--- src/rtl/sched_pkg.sv ---
// Shared types and constants for the scheduler age buffer and its argmax partner.
package sched_pkg;

    localparam int BUFF_LEN = 8;
    localparam int REQ_W    = 32;
    localparam int AGE_W    = 16;
    localparam int IDX_W    = 3;
    localparam int OCC_W    = 4;

    localparam logic [AGE_W-1:0] STARVE_THRESH = 16'd1024;

    typedef logic [AGE_W-1:0]               age_t;
    typedef logic [IDX_W-1:0]               idx_t;
    typedef logic [REQ_W-1:0]               req_t;
    typedef logic [OCC_W-1:0]               occ_t;
    typedef logic [BUFF_LEN-1:0]            valid_vec_t;
    typedef logic [BUFF_LEN-1:0][AGE_W-1:0] age_vec_t;

    // What a slot does at the coming clock edge.
    typedef enum logic [1:0] {
        SLOT_HOLD,
        SLOT_AGE,
        SLOT_FILL,
        SLOT_CLEAR
    } slot_op_t;

    // Ages saturate so an ancient entry keeps winning argmax instead of wrapping to young.
    function automatic age_t age_sat_inc(input age_t a);
        return (a == '1) ? a : age_t'(a + age_t'(1));
    endfunction

endpackage

--- src/rtl/sched_age_buffer_if.sv ---
// Enqueue, issue and counter bundle between front-end/sequencer and the age buffer.
interface sched_age_buffer_if;
    import sched_pkg::*;

    logic     in_valid;
    req_t     in_req;
    logic     in_ready;
    age_vec_t counters;
    idx_t     sel_idx;
    logic     issue_valid;
    req_t     issue_req;
    logic     issue_ready;
    occ_t     occupancy;

    modport master (
        output in_valid, in_req, sel_idx, issue_ready,
        input  in_ready, counters, issue_valid, issue_req, occupancy
    );

    modport slave (
        input  in_valid, in_req, sel_idx, issue_ready,
        output in_ready, counters, issue_valid, issue_req, occupancy
    );

endinterface

--- src/rtl/sched_free_slot_enc.sv ---
// Priority encoder: lowest-index free slot of the valid vector plus an any-free flag.
module sched_free_slot_enc
    import sched_pkg::*;
(
    input  valid_vec_t valid,
    output idx_t       free_idx,
    output logic       any_free
);

    // Scan from the top down so the last hit, the lowest free index, wins.
    always_comb begin
        free_idx = '0;
        any_free = 1'b0;
        for (int i = BUFF_LEN - 1; i >= 0; i--) begin
            if (!valid[i]) begin
                free_idx = idx_t'(i);
                any_free = 1'b1;
            end
        end
    end

endmodule

--- src/rtl/sched_age_buffer.sv ---
// Request holding buffer producing per-slot age counters for argmax and issuing the selected slot.
// Optional starvation alarm output is built when SCHED_STARVE_ALARM_EN is defined.
module sched_age_buffer
    import sched_pkg::*;
(
    input  logic clock,
    input  logic reset,
    sched_age_buffer_if.slave bus
`ifdef SCHED_STARVE_ALARM_EN
    ,
    output logic starve
`endif
);

    valid_vec_t valid;
    age_vec_t   age;
    req_t       payload [BUFF_LEN];
    occ_t       occupancy_q;
    idx_t       free_idx;
    logic       any_free;
    logic       in_ready;
    logic       enq_fire;
    logic       issue_fire;
    slot_op_t   slot_op [BUFF_LEN];

    sched_free_slot_enc u_free_enc (
        .valid    (valid),
        .free_idx (free_idx),
        .any_free (any_free)
    );

    // Freed slots only become visible through the registered count, so there is no same-cycle reuse.
    assign in_ready   = (occupancy_q != occ_t'(BUFF_LEN));
    assign enq_fire   = bus.in_valid && in_ready && any_free;
    assign issue_fire = valid[bus.sel_idx] && bus.issue_ready;

    assign bus.in_ready    = in_ready;
    assign bus.counters    = age;
    assign bus.issue_valid = valid[bus.sel_idx];
    assign bus.issue_req   = payload[bus.sel_idx];
    assign bus.occupancy   = occupancy_q;

    // The enqueue target comes from the pre-issue valid vector, so it never collides with sel_idx.
    always_comb begin
        for (int i = 0; i < BUFF_LEN; i++) begin
            slot_op[i] = SLOT_HOLD;
            if (issue_fire && (bus.sel_idx == idx_t'(i))) begin
                slot_op[i] = SLOT_CLEAR;
            end else if (enq_fire && (free_idx == idx_t'(i))) begin
                slot_op[i] = SLOT_FILL;
            end else if (valid[i]) begin
                slot_op[i] = SLOT_AGE;
            end
        end
    end

    always_ff @(posedge clock or posedge reset) begin
        if (reset) begin
            valid <= '0;
            age   <= '0;
        end else begin
            for (int i = 0; i < BUFF_LEN; i++) begin
                case (slot_op[i])
                    SLOT_CLEAR: begin
                        valid[i] <= 1'b0;
                        age[i]   <= '0;
                    end
                    SLOT_FILL: begin
                        valid[i] <= 1'b1;
                        age[i]   <= age_t'(1);
                    end
                    SLOT_AGE: begin
                        age[i] <= age_sat_inc(age[i]);
                    end
                    default: begin
                        age[i] <= age[i];
                    end
                endcase
            end
        end
    end

    // Payloads are don't-care while a slot is empty, so they carry no reset.
    always_ff @(posedge clock) begin
        for (int i = 0; i < BUFF_LEN; i++) begin
            if (slot_op[i] == SLOT_FILL) begin
                payload[i] <= bus.in_req;
            end
        end
    end

    always_ff @(posedge clock or posedge reset) begin
        if (reset) begin
            occupancy_q <= '0;
        end else begin
            case ({enq_fire, issue_fire})
                2'b10:   occupancy_q <= occupancy_q + occ_t'(1);
                2'b01:   occupancy_q <= occupancy_q - occ_t'(1);
                default: occupancy_q <= occupancy_q;
            endcase
        end
    end

`ifdef SCHED_STARVE_ALARM_EN
    logic starve_any;

    always_comb begin
        starve_any = 1'b0;
        for (int i = 0; i < BUFF_LEN; i++) begin
            if (valid[i] && (age[i] >= STARVE_THRESH)) begin
                starve_any = 1'b1;
            end
        end
    end

    always_ff @(posedge clock or posedge reset) begin
        if (reset) begin
            starve <= 1'b0;
        end else begin
            starve <= starve_any;
        end
    end
`endif

endmodule

--- src/flat_wrapper.sv ---
// flat-port wrapper written by rule: the top's interface ports become plain ports
module sched_age_buffer_flat import sched_pkg::*;
  (clock, reset, bus_in_valid, bus_in_req, bus_sel_idx, bus_issue_ready, bus_in_ready, bus_counters, bus_issue_valid, bus_issue_req, bus_occupancy);
  sched_age_buffer_if bus_i ();
  input  logic clock;
  input  logic reset;
  input wire logic [$bits(bus_i.in_valid)-1:0] bus_in_valid;
  input wire logic [$bits(bus_i.in_req)-1:0] bus_in_req;
  input wire logic [$bits(bus_i.sel_idx)-1:0] bus_sel_idx;
  input wire logic [$bits(bus_i.issue_ready)-1:0] bus_issue_ready;
  output wire logic [$bits(bus_i.in_ready)-1:0] bus_in_ready;
  output wire logic [$bits(bus_i.counters)-1:0] bus_counters;
  output wire logic [$bits(bus_i.issue_valid)-1:0] bus_issue_valid;
  output wire logic [$bits(bus_i.issue_req)-1:0] bus_issue_req;
  output wire logic [$bits(bus_i.occupancy)-1:0] bus_occupancy;
  assign bus_i.in_valid = bus_in_valid;
  assign bus_i.in_req = bus_in_req;
  assign bus_i.sel_idx = bus_sel_idx;
  assign bus_i.issue_ready = bus_issue_ready;
  assign bus_in_ready = bus_i.in_ready;
  assign bus_counters = bus_i.counters;
  assign bus_issue_valid = bus_i.issue_valid;
  assign bus_issue_req = bus_i.issue_req;
  assign bus_occupancy = bus_i.occupancy;
  sched_age_buffer u_core (.clock(clock), .reset(reset), .bus(bus_i));
endmodule
--- config.mk ---
export PLATFORM = sky130hd
export DESIGN_NAME = sched_age_buffer_flat
export DESIGN_NICKNAME = d
export VERILOG_FILES = /design/src/rtl/sched_pkg.sv /design/src/rtl/sched_age_buffer_if.sv /design/src/rtl/sched_free_slot_enc.sv /design/src/rtl/sched_age_buffer.sv /design/src/flat_wrapper.sv
export SDC_FILE = /design/constraint.sdc
export NUM_CORES = 1
export LEC_CHECK = 0
export CORE_MARGIN = 5
export CORE_UTILIZATION = 40
export DETAILED_ROUTE_END_ITERATION = 10
export DONT_BUFFER_PORTS = 1
export GPL_ROUTABILITY_DRIVEN = 0
export PLACE_DENSITY_LB_ADDON = 0.3
export SLEW_MARGIN = 40
export SYNTH_ARGS = -nofsm -noshare
export SYNTH_HDL_FRONTEND = slang
export SYNTH_SLANG_ARGS = --single-unit
--- constraint.sdc ---
create_clock -name clock -period 3.9 [get_ports clock]
set_input_delay 0.39 -clock clock [delete_from_list [all_inputs] [get_ports clock]]
set_output_delay 0.39 -clock clock [all_outputs]
set_load 0.005 [all_outputs]
==> impl_metrics.py <==
metrics = {
    "run_status": {
        "status": "finished, final reports clean",
    },
    "worst_setup_path": {
        "reg2reg_to": "u_core.bus.counters[115]",
        "reg2reg_slack_ns": 0.60,
        "r2r-start": "u_core.valid[0]",
        "ff2ff_path_depth": 11,
        "cp.arrival_ns": 3.79,
        "cp_slowest_stage_delay_ns": 0.57,
        "end_kind": "flop",
        "path_cells": "nand4_1 > or3_1 > nor3b_1 > a21oi_1 > ha_1 > and3_1 > nand3_1 > o21ai_0 > buf_4 > or4_1 > o21ai_0",
        "critPathRequiredTime_ns": 4.39,
        "cp_slowest_cell": "dfrtp_1",
        "crit_type": "flop to flop",
        "worstSetupStartpointType": "flop",
        "crit_path_frequent_cell": "o21ai_0",
        "crit_fanout": 11,
    },
    "yosys": {
        "syn_inst": 1340,
        "ys_seq_area_share_pct": 62.3,
        "synth_area_leaders": "edfxtp_1 43%, dfrtp_1 20%, mux4_2 8.3%, o21ai_0 2.5%, mux2_2 2.3%",
        "synth_nets": 1411,
        "avgSynthCellArea_um2": 13.4,
        "netlist_area_mm2": 0.0180,
        "synth_flop_cell": "edfxtp_1",
        "yosysTopAreaCell": "edfxtp_1",
        "synth-edff-count": 256,
        "synth-seq-cells": 396,
        "ys_types": 71,
        "yosysWarnings": 0,
        "synth_top_area_share_pct": 42.8,
        "async_flop_share_pct": 35.4,
    },
    "timing": {
        "rsz0062_at_grt": "false",
        "final-hold-violation-count": 0,
        "setup_slack_ns": 0.599,
        "max-slew-margin-rel_pct": 52.8,
        "fin_crit_sh_pct": 84.6,
        "fmax_mhz": 303,
        "setup_tns_ns": 0,
        "worst_pin_slew_ns": 0.704,
        "worst_hold_slack_ns": 0.0756,
        "finalSetupViolCount": 0,
        "layout_min_cycle_time_ns": 3.30,
        "finalClockSkew_ns": 0.0104,
        "finalMaxSlewViolations": 0,
    },
    "min_path": {
        "hold_end": "u_core.valid[5]",
        "worstHoldStart": "bus_sel_idx[1]",
        "hp-class": "primary input to flop",
        "whs_path_depth": 2,
    },
    "layout": {
        "drive_gt1_share_pct": 16.0,
        "n_fill_cell": 3922,
        "layout_common_cells": "256 x edfxtp_1, 140 x dfrtp_1, 93 x nand2_1",
        "area_delta_synth_final_pct": 14.6,
        "utilization_pct": 46.4,
        "mostFrequentLayoutCell": "edfxtp_1",
        "fin_nets": 1459,
    },
    "clock_network": {
        "cts_setup_buffers": 0,
        "insertion_delay_ns": 0.57,
        "path_clk_slew_ns": 0.06,
        "cts-root-buf": "clkbuf_16",
        "cts_hold_buf": 33,
        "clock_sinks": 396,
        "numCtsBuffers": 45,
        "cts_buffer_depth": 3,
        "htreeDepth": 2,
        "cts_tree": "yes",
        "post_cts_resized": 0,
    },
    "global_routing": {
        "grt_pass1_wl_um": 68000,
        "grt_max_degree": 94,
        "antenna_found_initial": 4,
        "grt_overflow": 0,
        "grt.total_usage_pct": 17.1,
        "grt_pass1_vias": 11500,
    },
    "die": {
        "die_h_um": 222,
        "ioPinCount": 205,
        "rows": 77,
        "initial_core_util_pct": 40.5,
        "core_mm2": 0.0443,
        "fp.dieArea_mm2": 0.0492,
        "die_width_um": 222,
    },
    "drt": {
        "first_pass_iters": 5,
        "viasPerCell": 5.69,
        "first_iter_violations": 649,
        "route.detailed.drc": 0,
        "ant_nets": 0,
        "wire_per_inst_um": 21.1,
        "route.vias.total": 11500,
        "routed_wl_um": 42600,
    },
    "power_and_ir_drop": {
        "leakagePower_nw": 7.44,
        "irDropWorstVdd_mv": 0.352,
        "power.total_mw": 10.5,
        "power_density_mw_per_mm2": 510,
    },
    "run": {
        "drv_cap": 0,
    },
    "place": {
        "port_buffers": 0,
        "hpwlAfterDp_um": 27000,
        "place_ws_ns": 0.414,
    },
}
-- worst max path at each step --
stage	to	slack, ns	cells past startpoint	from
after CTS	u_core.bus.counters[93]	0.41	11	u_core.bus.occupancy[0]
after floorplan	u_core.bus.occupancy[3]	0.75	14	bus_sel_idx[0]
after global placement	u_core.bus.counters[93]	0.53	11	u_core.bus.occupancy[0]
after detailed placement	u_core.bus.counters[93]	0.41	11	u_core.bus.occupancy[0]
after global routing	u_core.bus.counters[115]	0.32	11	u_core.valid[0]
final	u_core.bus.counters[115]	0.60	11	u_core.valid[0]
-- layer usage --
metal,global-route usage [%],wire length (um),vias to the layer above
met1,23.2,18500,5835
met4,4.59,689,4
li1,-,-,5289
met2,27.8,20800,301
met3,4.18,2570,50
met5,0,27,-
-- cell families (layout without fill, tap and decap cells) --
family / after synthesis / in the layout / synth area share (%)
AOI/OAI and AO/OA: 267 / 267 / 9.33
xor gates and xnor gates: 27 / 27 / 1.32
adders and majority gates: 32 / 32 / 2.27
buffers and inverters: 104 / 187 / 2.27
DFF: 396 / 396 / 62.3
muxes: 111 / 111 / 11.2
other: 0 / 2 / 0
and+or+nand+nor: 403 / 403 / 11.3
-- state kept, by name, summed over array words and instances, names as in the netlist --
register / cells
u_core.payload: 256
u_core.bus.counters: 128
u_core.valid: 8
u_core.bus.occupancy: 4
-- critical path, delay by kind of cell, from the launching register on --
family | cells | cell delay (ns)
AO/OA/AOI/OAI | 3 | 0.43
buffers and inverters | 1 | 0.19
flip-flops | 1 | 0.57
AND/OR/NAND/NOR | 6 | 1.75
adder cells (fa/ha/maj) | 1 | 0.28
-- synth_stat cells, drive strengths merged, types with 8 or more instances --
library cell    n
edfxtp        256
dfrtp         140
nand2          93
o21ai          91
nor2           85
mux4           66
a21oi          62
nand3          56
inv            47
clkbuf         40
mux2           38
ha             31
nor3           31
and3           30
nand4          30
a31oi          28
xnor2          18
buf            17
o31ai          16
nor4           15
nand2b         14
and2           12
a211o           9
xor2            9
a21o            8
-- stage by stage --
stage / std cells / area (um2)
after detailed placement: 1900 / 18700
after global routing: 2017 / 20600
after floorplan: 1340 / 18000
after CTS: 2015 / 20500
after global placement: 1900 / 18700
final: 2017 / 20600
-- report_power, final --
part	total (mW)	switching, mW	leakage (nW)	internal, mW
combinational	1.23	0.752	2.46	0.483
sequential	5.00	0.199	4.26	4.80
clock	4.26	1.73	0.718	2.53
total	10.5	2.68	7.44	7.82
-- final cells by class --
class                      count  area [um2]  area share (%)
multi-input combinational    840        6410            31.2
inverter                      47         180           0.876
sequential                   396       11200            54.4
timing repair buffer          58         556            2.70
clock inverter                30         333            1.62
antenna                        2        5.00          0.0243
tap                          592         741            3.60
clock buffer                  52        1150            5.60
(Power assumes the default switching activity.)
